[config.mk]
export PLATFORM = sky130hd
export DESIGN_NAME = conv_sequencer
export DESIGN_NICKNAME = d
export VERILOG_FILES = /design/src/rtl/conv_sequencer.sv
export SDC_FILE = /design/constraint.sdc
export NUM_CORES = 1
export LEC_CHECK = 0
export BUFFER_PORTS_ARGS = -buffer_cell sky130_fd_sc_hd__buf_4
export CAP_MARGIN = 10
export CORE_AREA = 2 2 44 46
export DETAILED_ROUTE_END_ITERATION = 8
export DIE_AREA = 0 0 46 48
export PLACE_DENSITY = 0.75
export SYNTH_ARGS = -nofsm -noshare
export SYNTH_HDL_FRONTEND = slang
export SYNTH_SLANG_ARGS = --single-unit
[constraint.sdc]
create_clock -name clk -period 2.55 [get_ports clk]
set_clock_uncertainty 0.05 [all_clocks]
set_input_delay 0.3825 -clock clk [delete_from_list [all_inputs] [get_ports clk]]
set_output_delay 0.3825 -clock clk [all_outputs]
set_load 0.1 [all_outputs]
[src/rtl/conv_sequencer.sv]
// Control FSM for the image-convolution datapath: key latch, kernel load, then per-pixel window gather, MAC and write.
// Optional CONV_PIX_COUNT_EN adds a saturating pix_count output of pixels written in the current frame.
module conv_sequencer #(
    parameter int MEM_LAT = 1
) (
    input  logic        clk,
    input  logic        rst,
    input  logic        key_valid,
    input  logic [7:0]  key_pressed,
    input  logic        abort,
    input  logic        ker_final_addr,
    input  logic        nine_flag,
    input  logic        sum_flag,
    input  logic        pix_final_addr,
    output logic        en_key,
    output logic        s_key,
    output logic        en_ker_addr,
    output logic        s_ker_addr,
    output logic        en_inc_ker,
    output logic        s_inc_ker,
    output logic        en_load_nine,
    output logic        s_load_nine,
    output logic        en_inc_nine,
    output logic        s_inc_nine,
    output logic        en_rst_nine,
    output logic        en_inc_pix,
    output logic        s_inc_pix,
    output logic        en_rst_inc_pix,
    output logic        en_read_pix,
    output logic        s_read_pix,
    output logic        en_apply_ker,
    output logic        s_apply_ker,
    output logic        en_inc_sum,
    output logic        s_inc_sum,
    output logic        en_rst_sumnine,
    output logic        en_divide_ker,
    output logic        s_divide_ker,
    output logic        busy,
    output logic        done,
`ifdef CONV_PIX_COUNT_EN
    output logic [14:0] pix_count,
`endif
    output logic [3:0]  dbg_state
);

    // key_valid is a one-cycle strobe with no ready: it is taken only in IDLE, otherwise dropped.
    typedef enum logic [3:0] {
        S_IDLE, S_KEY, S_KCLR, S_KWAIT, S_KCAP, S_WSET, S_WWAIT,
        S_WCAP, S_SUM, S_WR1, S_WR2, S_NEXT, S_FIN
    } state_t;

    localparam logic [1:0]  LAST_WAIT = 2'(MEM_LAT - 1);

    state_t     state;
    state_t     next_state;
    logic [1:0] wait_cnt;
    logic       wait_done;

    function automatic logic is_conv_key(input logic [7:0] code);
        case (code)
            8'h16, 8'h1E, 8'h26, 8'h15, 8'h1D, 8'h24: is_conv_key = 1'b1;
            default:                                  is_conv_key = 1'b0;
        endcase
    endfunction

    assign wait_done = (wait_cnt == LAST_WAIT);
    assign dbg_state = state;

    always_ff @(posedge clk) begin
        if (rst) begin
            state    <= S_IDLE;
            wait_cnt <= 2'd0;
        end else begin
            state <= next_state;
            if ((state == S_KWAIT || state == S_WWAIT) && next_state == state)
                wait_cnt <= wait_cnt + 2'd1;
            else
                wait_cnt <= 2'd0;
        end
    end

    always_comb begin
        next_state = state;
        case (state)
            S_IDLE:  if (key_valid && is_conv_key(key_pressed)) next_state = S_KEY;
            S_KEY:   next_state = S_KCLR;
            S_KCLR:  next_state = S_KWAIT;
            // The address incremented by the last capture is visible on the first wait cycle.
            S_KWAIT: begin
                if (wait_cnt == 2'd0 && ker_final_addr) next_state = S_WSET;
                else if (wait_done)                     next_state = S_KCAP;
            end
            S_KCAP:  next_state = S_KWAIT;
            S_WSET:  next_state = S_WWAIT;
            S_WWAIT: if (wait_done) next_state = S_WCAP;
            S_WCAP:  next_state = nine_flag ? S_SUM : S_WWAIT;
            S_SUM:   if (sum_flag) next_state = S_WR1;
            S_WR1:   next_state = S_WR2;
            S_WR2:   next_state = S_NEXT;
            S_NEXT:  next_state = pix_final_addr ? S_FIN : S_WSET;
            S_FIN:   next_state = S_IDLE;
            default: next_state = S_IDLE;
        endcase
        if (abort) next_state = S_IDLE;
    end

    always_comb begin
        en_key = 1'b0;         s_key = 1'b0;
        en_ker_addr = 1'b0;    s_ker_addr = 1'b0;
        en_inc_ker = 1'b0;     s_inc_ker = 1'b0;
        en_load_nine = 1'b0;   s_load_nine = 1'b0;
        en_inc_nine = 1'b0;    s_inc_nine = 1'b0;    en_rst_nine = 1'b0;
        en_inc_pix = 1'b0;     s_inc_pix = 1'b0;     en_rst_inc_pix = 1'b0;
        en_read_pix = 1'b0;    s_read_pix = 1'b0;
        en_apply_ker = 1'b0;   s_apply_ker = 1'b0;
        en_inc_sum = 1'b0;     s_inc_sum = 1'b0;     en_rst_sumnine = 1'b0;
        en_divide_ker = 1'b0;  s_divide_ker = 1'b0;
        done = 1'b0;
        busy = (state != S_IDLE);
        case (state)
            S_KEY: begin
                en_key = 1'b1; s_key = 1'b1;
            end
            S_KCLR: begin
                en_inc_ker = 1'b1;
                en_read_pix = 1'b1;
                en_apply_ker = 1'b1;
            end
            S_KCAP: begin
                en_ker_addr = 1'b1; s_ker_addr = 1'b1;
                en_inc_ker = 1'b1;  s_inc_ker = 1'b1;
            end
            S_WSET: begin
                en_rst_nine = 1'b1; en_rst_inc_pix = 1'b1; en_rst_sumnine = 1'b1;
                en_apply_ker = 1'b1;
            end
            S_WCAP: begin
                en_load_nine = 1'b1; s_load_nine = 1'b1;
                en_inc_nine = 1'b1;  s_inc_nine = 1'b1;
                en_inc_pix = 1'b1;   s_inc_pix = 1'b1;
            end
            S_SUM: begin
                en_apply_ker = 1'b1; s_apply_ker = 1'b1;
                en_inc_sum = 1'b1;   s_inc_sum = 1'b1;
            end
            S_WR1: begin
                en_divide_ker = 1'b1; s_divide_ker = 1'b1;
            end
            S_WR2: en_divide_ker = 1'b1;
            S_NEXT: begin
                if (!pix_final_addr) begin
                    en_read_pix = 1'b1; s_read_pix = 1'b1;
                end
            end
            S_FIN: done = 1'b1;
            default: ;
        endcase
    end

`ifdef CONV_PIX_COUNT_EN
    localparam logic [14:0] PIX_MAX = 15'd19200;

    always_ff @(posedge clk) begin
        if (rst)
            pix_count <= 15'd0;
        else if (state == S_KCLR)
            pix_count <= 15'd0;
        else if (state == S_WR1 && pix_count != PIX_MAX)
            pix_count <= pix_count + 15'd1;
    end
`endif

endmodule
==> summary.md <==
| Metric | Value |
|---|---|
| Upper clock frequency limit | `0.477 GHz` |
| Synthesis-to-layout area growth | `58.8%` |
| Number of buffers on the longest clock path | `2` |
| Class of the tightest hold or removal check | `in -> reg` |
| Hold Crit Start | `nine_flag` |
| Post-Syn Nets | `109` |
| Cell area after layout | `1060 sq um` |
| Initial DRC count | `4` |
| Synth Instances | `92` |
| Sequential-to-total area share from yosys stat | `18.0%` |
| ANT cells | `0` |
| Crit Path Category | `reg -> reg` |
| Number of buffers created by CTS | `3` |
| Vias in the first global route | `672` |
| Initial antenna violation count | `0` |
| Routed WL | `1800 um` |
| Worst EP required | `2.66 ns` |
| Share of the core filled with cells | `62.8%` |
| Beginning of the critical path | `wait_cnt[0]` |
| Total iterations of the first detailed-routing run | `6` |
| Final hold violation count | `0` |
| Critical Path Source Type | `flop` |
| Clock Tree Root | `sky130_fd_sc_hd__clkbuf_4` |
| Run status | `completed` |
| Portion of synthesized cell area occupied by the leading cell type | `18.0%` |
| Total standard cell area after synthesis | `668 sq um` |
| Number of vias after detailed routing | `779` |
| Drt drc | `0` |
| Inst Count DP | `135` |
| Dominant cells by area after synthesis | `sky130_fd_sc_hd__dfxtp_1 18%, sky130_fd_sc_hd__buf_4 13%, sky130_fd_sc_hd__nor3_1 6.7%` |
| Fraction of final layout cells with drive strength greater than 1 | `55.7%` |
| Core box area | `1690 sq um` |
| Initial standard-cell utilization of the core | `39.6%` |
| Static leakage power | `0.000426 uW` |
| GR Overflow Total | `0` |
| Die outline width | `46 um` |
| Overall routing resource usage | `16.9%` |
| Cells resized by post-CTS repair | `0` |
| Number of buffers inserted by hold repair at cts | `0` |
| Num rows | `15` |
| Period utilization | `82.3%` |
| Min Tclk post-route | `2.10 ns` |
| Proportion of synthesized flip-flops having asynchronous set or reset | `0%` |
| Count of buffers added by post-CTS timing repair for setup | `0` |
| Number of nets at the end of the flow | `140` |
| Register bit total from synthesis | `6` |
| Global-route wire length before repair | `2700 um` |
| Hpwl dp | `1390 um` |
| Primary flip-flop cell chosen by synthesis mapping | `sky130_fd_sc_hd__dfxtp_1` |
| Die extent in y | `48 um` |
| Final Setup Violations | `0` |
| Last weighted congestion value of the routability-driven placer | `0.772` |
| Number of max-cap violations | `0` |
| Later-pin clock latency in the skew report | `0.26 ns` |
| Worst vdd ir | `0.000243 V` |
| Setup crit end kind | `flop` |
| Slew headroom | `78.9%` |
| IO buf count | `44` |
| Depth of the worst register-to-register path | `6` |
| Unrepaired setup endpoints after global routing | `no` |
| Number of distinct library cells after synthesis | `33` |
| DP Area | `1030 sq um` |
| Flop-to-flop setup slack | `0.45 ns` |
| Average wire per standard cell | `12.9 um` |
| Number of standard cells in the layout, taps in and fillers out | `139` |
| Maximum net fanout on the critical path | `5` |
| Pin count of the biggest net entering global routing | `20` |
| Number of synthesized flops with an enable pin | `0` |
| Worst R2R Start | `wait_cnt[0]` |
| CTS H-tree depth | `1` |
| CTS clk-pin slew, worst paths | `0.05 ns` |
| Instance count along the most critical hold path | `3` |
| Worst endpoint data arrival time | `2.21 ns` |
| Number of warnings printed during yosys synthesis | `0` |
| Areal power density over the cells | `209 nW/um^2` |
| Cell taking the most area after synthesis | `sky130_fd_sc_hd__dfxtp_1` |
| Number of sinks handled by clock tree synthesis | `6` |
| Area of the die | `2210 sq um` |
| Actual transition at the worst max-transition pin | `0.316 ns` |
| Number of top-level design ports | `45` |
| Number of antenna-violating nets in the routed design | `0` |
| Number of pins exceeding their max-slew limit in the final report | `0` |
| TritonCTS clock tree | `built` |
| Avg Synthesized Cell Area | `7.26 sq um` |
| Via-per-instance ratio | `5.60` |
==> where the power goes <==
group          switching [uW]  leakage (uW)  internal (uW)  total, uW
sequential              0.442     0.0000516           89.8       90.3
clock                    41.4     0.0000150           59.7        101
combinational            11.6      0.000360           18.5       30.1
total                    53.5      0.000426            168        222
==> cell type report <==
class / count / area [sq um]
Fill cell: 156 / 628
Multi-Input combinational cell: 62 / 526
Timing Repair Buffer: 44 / 330
Sequential cell: 6 / 135
Clock buffer: 4 / 26.3
Inverter: 6 / 22.5
Tap cell: 17 / 21.3
==> stage by stage <==
step	setup slack, ns	power (uW)	TNS (ns)	hold WS (ns)
finish	0.452	222	0	0.339
global route	0.361	235	0	0.348
CTS	0.443	225	0	0.338
detailed placement	0.453	122	0	0.357
global placement	0.513	122	0	0.351
floorplan	-0.0533	101	-0.143	0.342
==> layout by cell type (no fill, tap or decap), types with 2 or more instances in the layout <==
cell type	instances
sky130_fd_sc_hd__a311oi_1	2
sky130_fd_sc_hd__nor2b_1	4
sky130_fd_sc_hd__nand2_1	3
sky130_fd_sc_hd__nor2_1	4
sky130_fd_sc_hd__nand3_1	2
sky130_fd_sc_hd__xnor2_1	2
sky130_fd_sc_hd__nor3_4	6
sky130_fd_sc_hd__dfxtp_1	2
sky130_fd_sc_hd__a21oi_1	5
sky130_fd_sc_hd__o21ai_0	2
sky130_fd_sc_hd__inv_1	5
sky130_fd_sc_hd__dfxtp_4	4
sky130_fd_sc_hd__clkbuf_4	3
sky130_fd_sc_hd__or4bb_1	3
sky130_fd_sc_hd__nor3_1	3
sky130_fd_sc_hd__nand2b_1	3
sky130_fd_sc_hd__nor2_4	2
sky130_fd_sc_hd__buf_4	44
==> flip-flops by register name, summed over array words and instances, names as in the netlist <==
signal     cells
dbg_state      4
wait_cnt       2
==> worst max-delay path, stage by stage, from the launching register on <==
cell and delay [ns]:
sky130_fd_sc_hd__dfxtp_1 0.32, sky130_fd_sc_hd__inv_1 0.04, sky130_fd_sc_hd__ha_1 0.23, sky130_fd_sc_hd__or4b_1 0.48
sky130_fd_sc_hd__a211o_1 0.26, sky130_fd_sc_hd__a2111o_1 0.37, sky130_fd_sc_hd__a311oi_1 0.24
==> cells by family (layout without fill, tap and decap cells) <==
logic type | after synthesis | after routing | synth area share, %
and+or+nand+nor | 40 | 40 | 34.8
buffers and inverters | 24 | 54 | 21.3
AOI/OAI and AO/OA | 18 | 18 | 19.7
DFF | 6 | 6 | 18.0
xor gates and xnor gates | 2 | 2 | 2.62
adders and majority gates | 1 | 1 | 1.87
muxes | 1 | 1 | 1.69
==> routing by layer <==
layer | wire, um | global-route usage [%] | vias up
met2 | 914 | 31.4 | 38
li1 | - | - | 379
met5 | 0 | 0 | -
met1 | 716 | 19.2 | 360
met3 | 153 | 3.77 | 2
met4 | 12 | 5.14 | 0
==> Yosys cell counts (all sizes together), types with 2 or more instances <==
cell    number
or4b         2
nor3         9
xnor2        2
buf         14
o21ai        2
nor2         7
inv          6
clkbuf       4
nor2b        4
a21oi        6
or4bb        3
dfxtp        6
a311oi       2
nand2        4
nand2b       5
nand3        2
==> final timing paths <==
check                  to
max           wait_cnt[1]
min          dbg_state[3]
max reg2reg   wait_cnt[1]
min reg2reg   wait_cnt[0]
Power figures use the tool's default switching activity.
